**config.mk**
```make
export PLATFORM = sky130hd
export DESIGN_NAME = can_frame_tx
export DESIGN_NICKNAME = d
export VERILOG_FILES = /design/src/rtl/can_pkg.sv /design/src/rtl/can_crc15.sv /design/src/rtl/can_frame_tx.sv
export SDC_FILE = /design/constraint.sdc
export NUM_CORES = 1
export LEC_CHECK = 0
export ABC_AREA = 0
export BUFFER_PORTS_ARGS = -buffer_cell sky130_fd_sc_hd__buf_4
export CORE_MARGIN = 2
export CORE_UTILIZATION = 33
export DETAILED_ROUTE_END_ITERATION = 10
export PLACE_DENSITY = 0.6
export SYNTH_ARGS = -nofsm -noshare
export SYNTH_HDL_FRONTEND = slang
export SYNTH_HIERARCHICAL = 1
export SYNTH_SLANG_ARGS = --single-unit
```
**constraint.sdc**
```tcl
create_clock -name i_Clock -period 6.2 [get_ports i_Clock]
set_input_delay 1.24 -clock i_Clock [delete_from_list [all_inputs] [get_ports i_Clock]]
set_output_delay 1.24 -clock i_Clock [all_outputs]
set_load 0.05 [all_outputs]
```
**src/rtl/can_pkg.sv**
```systemverilog
// Shared CAN 2.0A definitions: field widths, CRC-15 polynomial and the
// frame-field state enumeration used by both transmit and receive paths.
package can_pkg;

    localparam logic [14:0] CRC15_POLY  = 15'h4599;
    localparam int          ID_W        = 11;
    localparam int          DLC_W       = 4;
    localparam int          CRC_W       = 15;
    localparam int          EOF_BITS    = 7;
    localparam int          STUFF_LIMIT = 5;

    typedef enum logic [3:0] {
        ST_IDLE,
        ST_SOF,
        ST_ARB,
        ST_CTRL,
        ST_DATA,
        ST_CRC,
        ST_CRC_DEL,
        ST_ACK,
        ST_ACK_DEL,
        ST_EOF,
        ST_IFS
    } can_state_e;

endpackage

```
**src/rtl/can_crc15.sv**
```systemverilog
// Serial CAN CRC-15 LFSR, one unstuffed bit per enabled cycle; clear wins over enable.
module can_crc15
    import can_pkg::*;
(
    input  logic             i_Clock,
    input  logic             i_Reset,
    input  logic             i_Clear,
    input  logic             i_En,
    input  logic             i_Bit,
    output logic [CRC_W-1:0] o_Crc
);

    logic [CRC_W-1:0] crc_q, crc_d;
    logic             fb;

    always_comb begin
        fb    = i_Bit ^ crc_q[CRC_W-1];
        crc_d = {crc_q[CRC_W-2:0], 1'b0};
        if (fb) crc_d = crc_d ^ CRC15_POLY;
    end

    always_ff @(posedge i_Clock) begin
        if (i_Reset || i_Clear) crc_q <= '0;
        else if (i_En)          crc_q <= crc_d;
    end

    assign o_Crc = crc_q;

endmodule

```
**src/rtl/can_frame_tx.sv**
```systemverilog
// CAN 2.0A frame transmitter with CRC-15 and bit stuffing.
// Define CAN_TX_ACK_CHECK_EN to sample i_Rx_Serial in the ACK slot and flag o_Ack_Err.
module can_frame_tx
    import can_pkg::*;
#(
    parameter int CLKS_PER_BIT = 10,
    parameter int IFS_BITS     = 3
) (
    input  logic             i_Clock,
    input  logic             i_Reset,
    input  logic             i_Tx_DV,
    input  logic [ID_W-1:0]  i_Identifier,
    input  logic             i_RTR,
    input  logic [DLC_W-1:0] i_DLC,
    input  logic [63:0]      i_Data,
    input  logic             i_Rx_Serial,
    output logic             o_Tx_Serial,
    output logic             o_Tx_Active,
    output logic             o_Tx_Done,
    output logic             o_Ack_Err
);

    localparam int CW = $clog2(CLKS_PER_BIT);

    can_state_e       state_q, state_d;
    logic [6:0]       cnt_q, cnt_d;
    logic [CW-1:0]    clk_q;
    logic [ID_W-1:0]  id_q;
    logic             rtr_q;
    logic [DLC_W-1:0] dlc_q;
    logic [63:0]      data_q;
    logic             tx_q, active_q, done_q, ack_err_q;
    logic             last_q;
    logic [2:0]       run_q;

    logic             bit_d, frame_end, wrap, stuff_due, crc_en, accept;
    logic [3:0]       nbytes;
    logic [6:0]       data_last;
    logic [11:0]      arb_word;
    logic [5:0]       ctrl_word;
    logic [CRC_W-1:0] crc;

    assign wrap      = (clk_q == CW'(CLKS_PER_BIT - 1));
    assign accept    = (state_q == ST_IDLE) && i_Tx_DV;
    assign nbytes    = dlc_q[3] ? 4'd8 : dlc_q;
    assign data_last = {nbytes, 3'b000} - 7'd1;
    assign arb_word  = {id_q, rtr_q};
    assign ctrl_word = {2'b00, dlc_q};
    // state_q/cnt_q track the last field bit sent; a stuff bit leaves them untouched.
    assign stuff_due = (state_q inside {ST_SOF, ST_ARB, ST_CTRL, ST_DATA, ST_CRC})
                       && (run_q == 3'(STUFF_LIMIT));

    always_comb begin
        state_d   = state_q;
        cnt_d     = cnt_q + 7'd1;
        frame_end = 1'b0;
        case (state_q)
            ST_SOF:     begin state_d = ST_ARB; cnt_d = '0; end
            ST_ARB:     if (cnt_q == 7'd11) begin state_d = ST_CTRL; cnt_d = '0; end
            ST_CTRL:    if (cnt_q == 7'd5) begin
                            state_d = (rtr_q || dlc_q == '0) ? ST_CRC : ST_DATA;
                            cnt_d   = '0;
                        end
            ST_DATA:    if (cnt_q == data_last) begin state_d = ST_CRC; cnt_d = '0; end
            ST_CRC:     if (cnt_q == 7'd14) begin state_d = ST_CRC_DEL; cnt_d = '0; end
            ST_CRC_DEL: begin state_d = ST_ACK; cnt_d = '0; end
            ST_ACK:     begin state_d = ST_ACK_DEL; cnt_d = '0; end
            ST_ACK_DEL: begin state_d = ST_EOF; cnt_d = '0; end
            ST_EOF:     if (cnt_q == 7'(EOF_BITS - 1)) begin state_d = ST_IFS; cnt_d = '0; end
            ST_IFS:     if (cnt_q == 7'(IFS_BITS - 1)) begin
                            state_d   = ST_IDLE;
                            cnt_d     = '0;
                            frame_end = 1'b1;
                        end
            default:    cnt_d = '0;
        endcase
        case (state_d)
            ST_ARB:  bit_d = arb_word[4'd11 - cnt_d[3:0]];
            ST_CTRL: bit_d = ctrl_word[3'd5 - cnt_d[2:0]];
            ST_DATA: bit_d = data_q[6'd63 - cnt_d[5:0]];
            ST_CRC:  bit_d = crc[4'd14 - cnt_d[3:0]];
            default: bit_d = 1'b1;
        endcase
    end

    // The SOF bit is 0 into a zeroed register, a no-op, so the CRC only needs ARB onward.
    assign crc_en = (state_q != ST_IDLE) && wrap && !stuff_due
                    && (state_d inside {ST_ARB, ST_CTRL, ST_DATA});

    can_crc15 u_crc (
        .i_Clock (i_Clock),
        .i_Reset (i_Reset),
        .i_Clear (accept),
        .i_En    (crc_en),
        .i_Bit   (bit_d),
        .o_Crc   (crc)
    );

    always_ff @(posedge i_Clock) begin
        if (i_Reset) begin
            state_q   <= ST_IDLE;
            cnt_q     <= '0;
            clk_q     <= '0;
            id_q      <= '0;
            rtr_q     <= 1'b0;
            dlc_q     <= '0;
            data_q    <= '0;
            tx_q      <= 1'b1;
            active_q  <= 1'b0;
            done_q    <= 1'b0;
            ack_err_q <= 1'b0;
            last_q    <= 1'b0;
            run_q     <= '0;
        end else begin
            done_q <= 1'b0;
            if (state_q == ST_IDLE) begin
                clk_q <= '0;
                if (i_Tx_DV) begin
                    id_q      <= i_Identifier;
                    rtr_q     <= i_RTR;
                    dlc_q     <= i_DLC;
                    data_q    <= i_Data;
                    state_q   <= ST_SOF;
                    cnt_q     <= '0;
                    tx_q      <= 1'b0;
                    active_q  <= 1'b1;
                    ack_err_q <= 1'b0;
                    last_q    <= 1'b0;
                    run_q     <= 3'd1;
                end
            end else begin
`ifdef CAN_TX_ACK_CHECK_EN
                if (state_q == ST_ACK && clk_q == CW'(CLKS_PER_BIT / 2) && i_Rx_Serial)
                    ack_err_q <= 1'b1;
`endif
                if (wrap) begin
                    clk_q <= '0;
                    if (stuff_due) begin
                        tx_q   <= ~last_q;
                        last_q <= ~last_q;
                        run_q  <= 3'd1;
                    end else begin
                        state_q <= state_d;
                        cnt_q   <= cnt_d;
                        tx_q    <= bit_d;
                        if (state_d inside {ST_ARB, ST_CTRL, ST_DATA, ST_CRC}) begin
                            run_q  <= (bit_d == last_q) ? run_q + 3'd1 : 3'd1;
                            last_q <= bit_d;
                        end
                        if (frame_end) begin
                            active_q <= 1'b0;
                            done_q   <= 1'b1;
                        end
                    end
                end else begin
                    clk_q <= clk_q + CW'(1);
                end
            end
        end
    end

`ifndef CAN_TX_ACK_CHECK_EN
    logic unused_rx;
    assign unused_rx = i_Rx_Serial;
`endif

    assign o_Tx_Serial = tx_q;
    assign o_Tx_Active = active_q;
    assign o_Tx_Done   = done_q;
    assign o_Ack_Err   = ack_err_q;

endmodule
```
==> qor.txt, run 1 <==
Top_reg_cell synth: dfxtp_1
CTS tree: built
Post-synth EDFFs: 0
Post-Syn Instances: 849
Seq/Total Area, Yosys: 36.34%
Hold buffers post-CTS: 0
Hpwl dp: 12,330 µm
Final worst slack: 0.8342 ns
Vias per cell: 5.208
Cell family with most CP delay: compound AO/OA/AOI/OAI gates
Flops & latches, synth: 117
Max-slew violations: 0
Grt ovf: 0
CP cell instances: clkinv_1 -> ha_1 -> or4b_1 -> o31ai_4 -> nand2_1 -> o21ai_0 -> a32oi_1 -> a2111oi_0 -> a2111oi_0 -> a221oi_1 -> a211o_1 -> xnor2_1 -> buf_4 -> or4_1 -> nand3_1
Setup tns final: 0 ns
Ports: 88
Fmax: 186.4 MHz
Nets: 990
Htree depth: 4
Critical path's slowest cell: o21ai_0
Least-Margin Pin Slew: 1.059 ns
Period utilisation layout: 86.55%
Clk sink count: 117
Total GRT Usage: 17.95%
Final antenna-violating net count: 0
Worst Path Required: 6.55 ns
Critical path arrival: 5.72 ns
Synth warnings: 6
Drt wl/cell: 15.35 µm
Critical path capture point type: flop
CP max FO: 14
Post-synth cell types: 79
Root Driver: clkbuf_16
Post-synthesis cell area: 6445 µm²
Setup violators final: 0
Status: finished clean
Die area: 20,660 µm²
Setup Skew: 0.01690 ns
Worst-Skew Late Latency: 0.42 ns
Finished Layout Cells: 1,172
Worst Path Buf+Inv: 2
Most frequent cells in the layout: 190 x nand2_1, 117 x dfxtp_1, 103 x a21oi_1, 99 x buf_4, 48 x nor2_1
Post-CTS setup buffers: 0
Layout cells sized above 1: 17.42%
Die Y-Extent: 143.8 µm
DP Cell Count: 1,141
Port bufs: 85
Top cell by count, worst path: a2111oi_0
Core box area: 19,330 µm²
Area growth syn-to-layout: 20.44%
Longest Clk Path Bufs: 2
Layout fillers: 2,036
CP peak stage delay: 0.88 ns
Largest net degree at the start of global routing: 88
Hold Slack: 0.4517 ns
Leakage: 0.002923 µW
Initial Util: 33.33%
Minimum clock period: 5.366 ns
Number of global-route vias before repair: 5,763
Via count of the routed design: 6,104
Num CTS Buffers: 17
Max_cap viols: 0
First-pass GRT wire length: 29,200 µm
Commonest non-fill, non-tap cell in the layout: nand2_1
Width of the die: 143.8 µm
Final hold viol count: 0
Post-CTS resize count: 0
Critical path launch point type: flop
Rel. slew slack: 28.66%
Asr flop ratio synth: 0%
RSZ-0062 raised after global routing: no
Maximum VDD drop: 0.2000 mV
Synthesized area per cell: 7.591 µm²
Final core occ: 40.15%
Worst hold path type: flop to flop
Clock slew at reported path FFs: 0.05 ns
# rows: 51
Antenna cells: 0
Initial antenna violation count: 0
Cell Pwr Density: 253.0 nW/µm²
Post-Syn Nets: 944
Type of the worst setup path: flop to flop
Routed WL: 17,990 µm
# DRC: 0
Place WS: 1.033 ns
Placer Congestion: 0.8857
Detailed Route Iter0 Violations: 389
First-pass detailed-route iteration total: 7
[layer usage]
metal / vias up / global-route usage (%) / wire (µm)
met5: - / 0 / 0
li1: 3083 / - / -
met4: 0 / 8.359 / 587
met1: 2821 / 24.07 / 8355
met3: 35 / 3.632 / 778
met2: 165 / 27.64 / 8266
[Yosys cell counts, types with 3 or more instances]
library cell	count	area [µm²]
o21ai_0	26	130.1
o211ai_1	4	30.03
a2111oi_0	6	52.55
nor2_1	48	180.2
dfxtp_1	117	2342
nor2b_1	9	56.30
and3_1	7	43.79
clkbuf_1	44	165.2
inv_1	20	75.07
o32ai_1	4	35.03
nand4_1	7	43.79
or2_2	5	31.28
o21a_1	3	22.52
ha_1	11	137.6
a32oi_1	6	52.55
xnor2_1	8	70.07
nand2_1	191	716.9
nand2b_1	8	50.05
nor4_1	4	25.02
nand3_1	34	170.2
nor3_1	20	100.1
buf_1	6	22.52
buf_2	8	40.04
buf_4	9	67.56
or4_1	6	45.04
a221o_1	4	40.04
xor2_1	6	52.55
a21boi_0	4	30.03
buf_6	5	56.30
a211oi_1	12	90.09
mux2_2	4	45.04
mux2i_1	16	160.2
a211o_1	8	70.07
a311oi_1	3	26.28
a31oi_1	9	56.30
a21oi_1	103	515.5
or3_1	10	62.56
o2111ai_1	3	26.28
[flip-flops by register name, summed over array words and instances (netlist names)]
signal,count
rtr_q,1
data_q,64
o_Tx_Done,1
clk_q,4
o_Tx_Active,1
cnt_q,7
id_q,11
run_q,3
dlc_q,4
u_crc/o_Crc,15
state_q,4
o_Tx_Serial,1
last_q,1
[power by group]
part | switching (µW) | leakage, µW | internal (µW)
clock network | 335 | 0.000285 | 629
logic | 103 | 0.00168 | 82.3
registers | 24.3 | 0.000956 | 789
total | 463 | 0.00292 | 1500
[through the flow]
stage	cell area (µm²)	power [µW]
floorplan	6445	941.3
global placement	7176	1014
detailed placement	7176	1016
CTS	7762	1987
global route	7762	2047
finish	7762	1964
[area by class of cell]
| cell class | count | area (µm²) | area share [%] |
|---|---|---|---|
| well taps | 265 | 331.6 | 4.271 |
| clock buffers | 23 | 488.0 | 6.286 |
| multi-input cells | 636 | 3666 | 47.23 |
| repair buffers | 99 | 743.2 | 9.574 |
| inverters | 24 | 92.59 | 1.193 |
| clock inverters | 8 | 98.84 | 1.273 |
| flip-flops and latches | 117 | 2342 | 30.17 |
[cell families (layout without fill, tap and decap cells)]
kind of cell	Yosys count	after routing	share of synthesized area [%]
buffers and inverters	96	154	6.892
flip-flops	117	117	36.34
multiplexers	22	22	3.883
AO/OA/AOI/OAI	225	225	23.26
adder cells (fa/ha/maj)	11	11	2.135
AND/OR/NAND/NOR	362	362	25.28
XOR/XNOR	15	15	2.155
other	1	1	0.05819
[worst paths after layout]
kind,to,depth (start not counted),from,slack [ns]
max,u_crc/o_Crc[7],15,cnt_q[0],0.83
min,data_q[21],2,data_q[21],0.45
max reg2reg,u_crc/o_Crc[7],15,cnt_q[0],0.83
min reg2reg,data_q[21],2,data_q[21],0.45
[worst reg2reg max path, stage by stage, from the launching register on]
cell       delay, ns
dfxtp_1         0.47
clkinv_1        0.13
ha_1            0.14
or4b_1          0.61
o31ai_4         0.27
nand2_1         0.19
o21ai_0         0.88
a32oi_1         0.22
a2111oi_0       0.71
a2111oi_0       0.17
a221oi_1        0.53
a211o_1         0.24
xnor2_1         0.09
buf_4           0.18
or4_1           0.40
nand3_1         0.07
Note: power is estimated with default switching activity, not from simulation.
==> inputs of run 2 (changes only) <==
--- a/config.mk
+++ b/config.mk
@@ -7,10 +7,13 @@
 export LEC_CHECK = 0
 export ABC_AREA = 0
 export BUFFER_PORTS_ARGS = -buffer_cell sky130_fd_sc_hd__buf_4
+export CELL_PAD_IN_SITES_DETAIL_PLACEMENT = 1
+export CELL_PAD_IN_SITES_GLOBAL_PLACEMENT = 1
 export CORE_MARGIN = 2
 export CORE_UTILIZATION = 33
 export DETAILED_ROUTE_END_ITERATION = 10
-export PLACE_DENSITY = 0.6
+export GPL_ROUTABILITY_DRIVEN = 0
+export PLACE_DENSITY = 0.74
 export SYNTH_ARGS = -nofsm -noshare
 export SYNTH_HDL_FRONTEND = slang
 export SYNTH_HIERARCHICAL = 1
==> run 2 against run 1 <==
Compared with the run above:
- final cell count increased by 0.26%
- critical endpoint is now u_crc/o_Crc[8]
- fmax decreased by 2.1%
- non-clock buffer count increased by 2
- highest routed layer unchanged
- largest cell class unchanged
==> qor.txt, run 2 (same netlist as run 1, synthesis figures left out) <==
Grt ovf: 0 (unchanged)
RSZ-0062 raised after global routing: no
Least-Margin Pin Slew: 0.9980 ns (-0.06088 ns)
Hpwl dp: 13,650 µm (+11%)
CP max FO: 11 (-3)
Reg with most FFs: data_q
Final hold viol count: 0 (unchanged)
Via count of the routed design: 6,233 (+2.1%)
Max_cap viols: 0 (unchanged)
Layout fillers: 2,363 (+16%)
Rel. slew slack: 32.76% (+4.1 points)
Initial antenna violation count: 0 (unchanged)
Minimum clock period: 5.480 ns (+0.1144 ns)
Num CTS Buffers: 17 (unchanged)
CTS tree: built
Width of the die: 143.8 µm (unchanged)
Routed WL: 20,030 µm (+11%)
Worst-Skew Late Latency: 0.43 ns (about the same)
Leakage: 0.002933 µW (+0.34%)
Critical path launch point type: flop
Hold Slack: 0.4534 ns (+0.001627 ns)
Max reg flops: 64 (unchanged)
Nets: 992 (+0.20%)
Core box area: 19,330 µm² (unchanged)
Status: finished clean
Setup Skew: 0.01584 ns (-0.001056 ns)
Commonest non-fill, non-tap cell in the layout: nand2_1
First-pass detailed-route iteration total: 4 (-3)
Fmax: 182.5 MHz (-2.1%)
Initial Util: 33.33% (unchanged)
Max-slew violations: 0 (unchanged)
Clock slew at reported path FFs: 0.06 ns (about the same)
Maximum VDD drop: 0.2010 mV (+0.49%)
Cell Pwr Density: 258.2 nW/µm² (+2.0%)
Setup violators final: 0 (unchanged)
Ports: 88 (unchanged)
Die area: 20,660 µm² (unchanged)
Critical path arrival: 5.84 ns (+0.12 ns)
Clk sink count: 117 (unchanged)
Antenna cells: 0 (unchanged)
Area growth syn-to-layout: 20.95%
Post-CTS setup buffers: 0 (unchanged)
Largest net degree at the start of global routing: 88 (unchanged)
Total GRT Usage: 19.88% (+1.9 points)
Vias per cell: 5.305 (+1.9%)
Longest Clk Path Bufs: 2 (unchanged)
Htree depth: 4 (unchanged)
Root Driver: clkbuf_16
Post-CTS resize count: 0 (unchanged)
Type of the worst setup path: flop to flop
First-pass GRT wire length: 32,170 µm (+10%)
Die Y-Extent: 143.8 µm (unchanged)
Drt wl/cell: 17.04 µm (+11%)
Worst Path Required: 6.56 ns (about the same)
Worst hold path type: flop to flop
# rows: 51 (unchanged)
# DRC: 0 (unchanged)
Final antenna-violating net count: 0 (unchanged)
Setup tns final: 0 ns (unchanged)
Period utilisation layout: 88.39% (+1.8 points)
Critical path capture point type: flop
Most frequent cells in the layout: 190 x nand2_1, 117 x dfxtp_1, 103 x a21oi_1, 101 x buf_4, 48 x nor2_1
Layout cells sized above 1: 17.91% (+0.49 points)
Detailed Route Iter0 Violations: 387 (-0.51%)
Hold buffers post-CTS: 0 (unchanged)
Port bufs: 85 (unchanged)
Number of global-route vias before repair: 6,233 (+8.2%)
## run 2: cell count changes in the layout (fill, tap and decap cells not counted), sizes merged
| cell | delta |
|---|---|
| clkinv | -3 |
| clkinvlp | +2 |
| inv | +7 |
| clkbuf | -5 |
| buf | +2 |
## run 2: area by class of cell
cell class	count	area, µm²	share of cell area (%)
tap	265	331.6	4.254
sequential	117	2342	30.05
multi-input combinational	636	3666	47.03
inverter	24	92.59	1.188
clock inverter	14	165.2	2.119
clock buffer	18	439.2	5.634
timing repair buffer	101	758.2	9.727
## run 2: worst paths after layout
| kind | from | endpoint | slack, ns | cells past startpoint |
|---|---|---|---|---|
| hold / removal | data_q[4] | data_q[4] | 0.45 | 2 |
| hold reg to reg | data_q[4] | data_q[4] | 0.45 | 2 |
| setup reg to reg | cnt_q[0] | u_crc/o_Crc[8] | 0.72 | 15 |
| setup / recovery | cnt_q[0] | u_crc/o_Crc[8] | 0.72 | 15 |
## run 2: report_power, final
part	switching [µW]	total (µW)	internal, µW	leakage, µW
Sequential	22.2	811	789	0.000956
Combinational	110	193	83.1	0.00169
Clock	395	1010	613	0.000284
## run 2: per-layer routing
| layer | up-vias | track usage [%] | part of all wire, % |
|---|---|---|---|
| met3 | 23 | 4.465 | 4.4 |
| met1 | 2997 | 25.47 | 46 |
| li1 | 3081 | - | - |
| met4 | 0 | 6.708 | 1.7 |
| met2 | 132 | 33.01 | 48 |
| met5 | - | 0 | 0 |
## run 2: critical path, stage by stage, from the launching register on
cell and delay, ns:
dfxtp_1 0.41, clkinv_1 0.10, ha_1 0.13, or4b_1 0.64
o31ai_4 0.28, nand2_1 0.21, o21ai_0 0.84, a32oi_1 0.23
a2111oi_0 0.74, a2111oi_0 0.20, a221oi_1 0.60, a211o_1 0.27
xnor2_1 0.09, buf_4 0.18, or4_1 0.41, nand3_1 0.08
## run 2: per-stage QoR
stage / setup slack, ns / instance area (µm²) / utilization [%] / std cells / total power, µW
after floorplan: 1.449 / 6445 / - / 849 / 941.3
after global placement: 1.078 / 7191 / 37.19 / 1143 / 1016
after CTS: 0.8371 / 7795 / 40.32 / 1175 / 2037
after global routing: 0.5067 / 7795 / 40.32 / 1175 / 2095
final: 0.7198 / 7795 / 40.32 / 1175 / 2012
after detailed placement: 1.011 / 7191 / 37.19 / 1143 / 1021
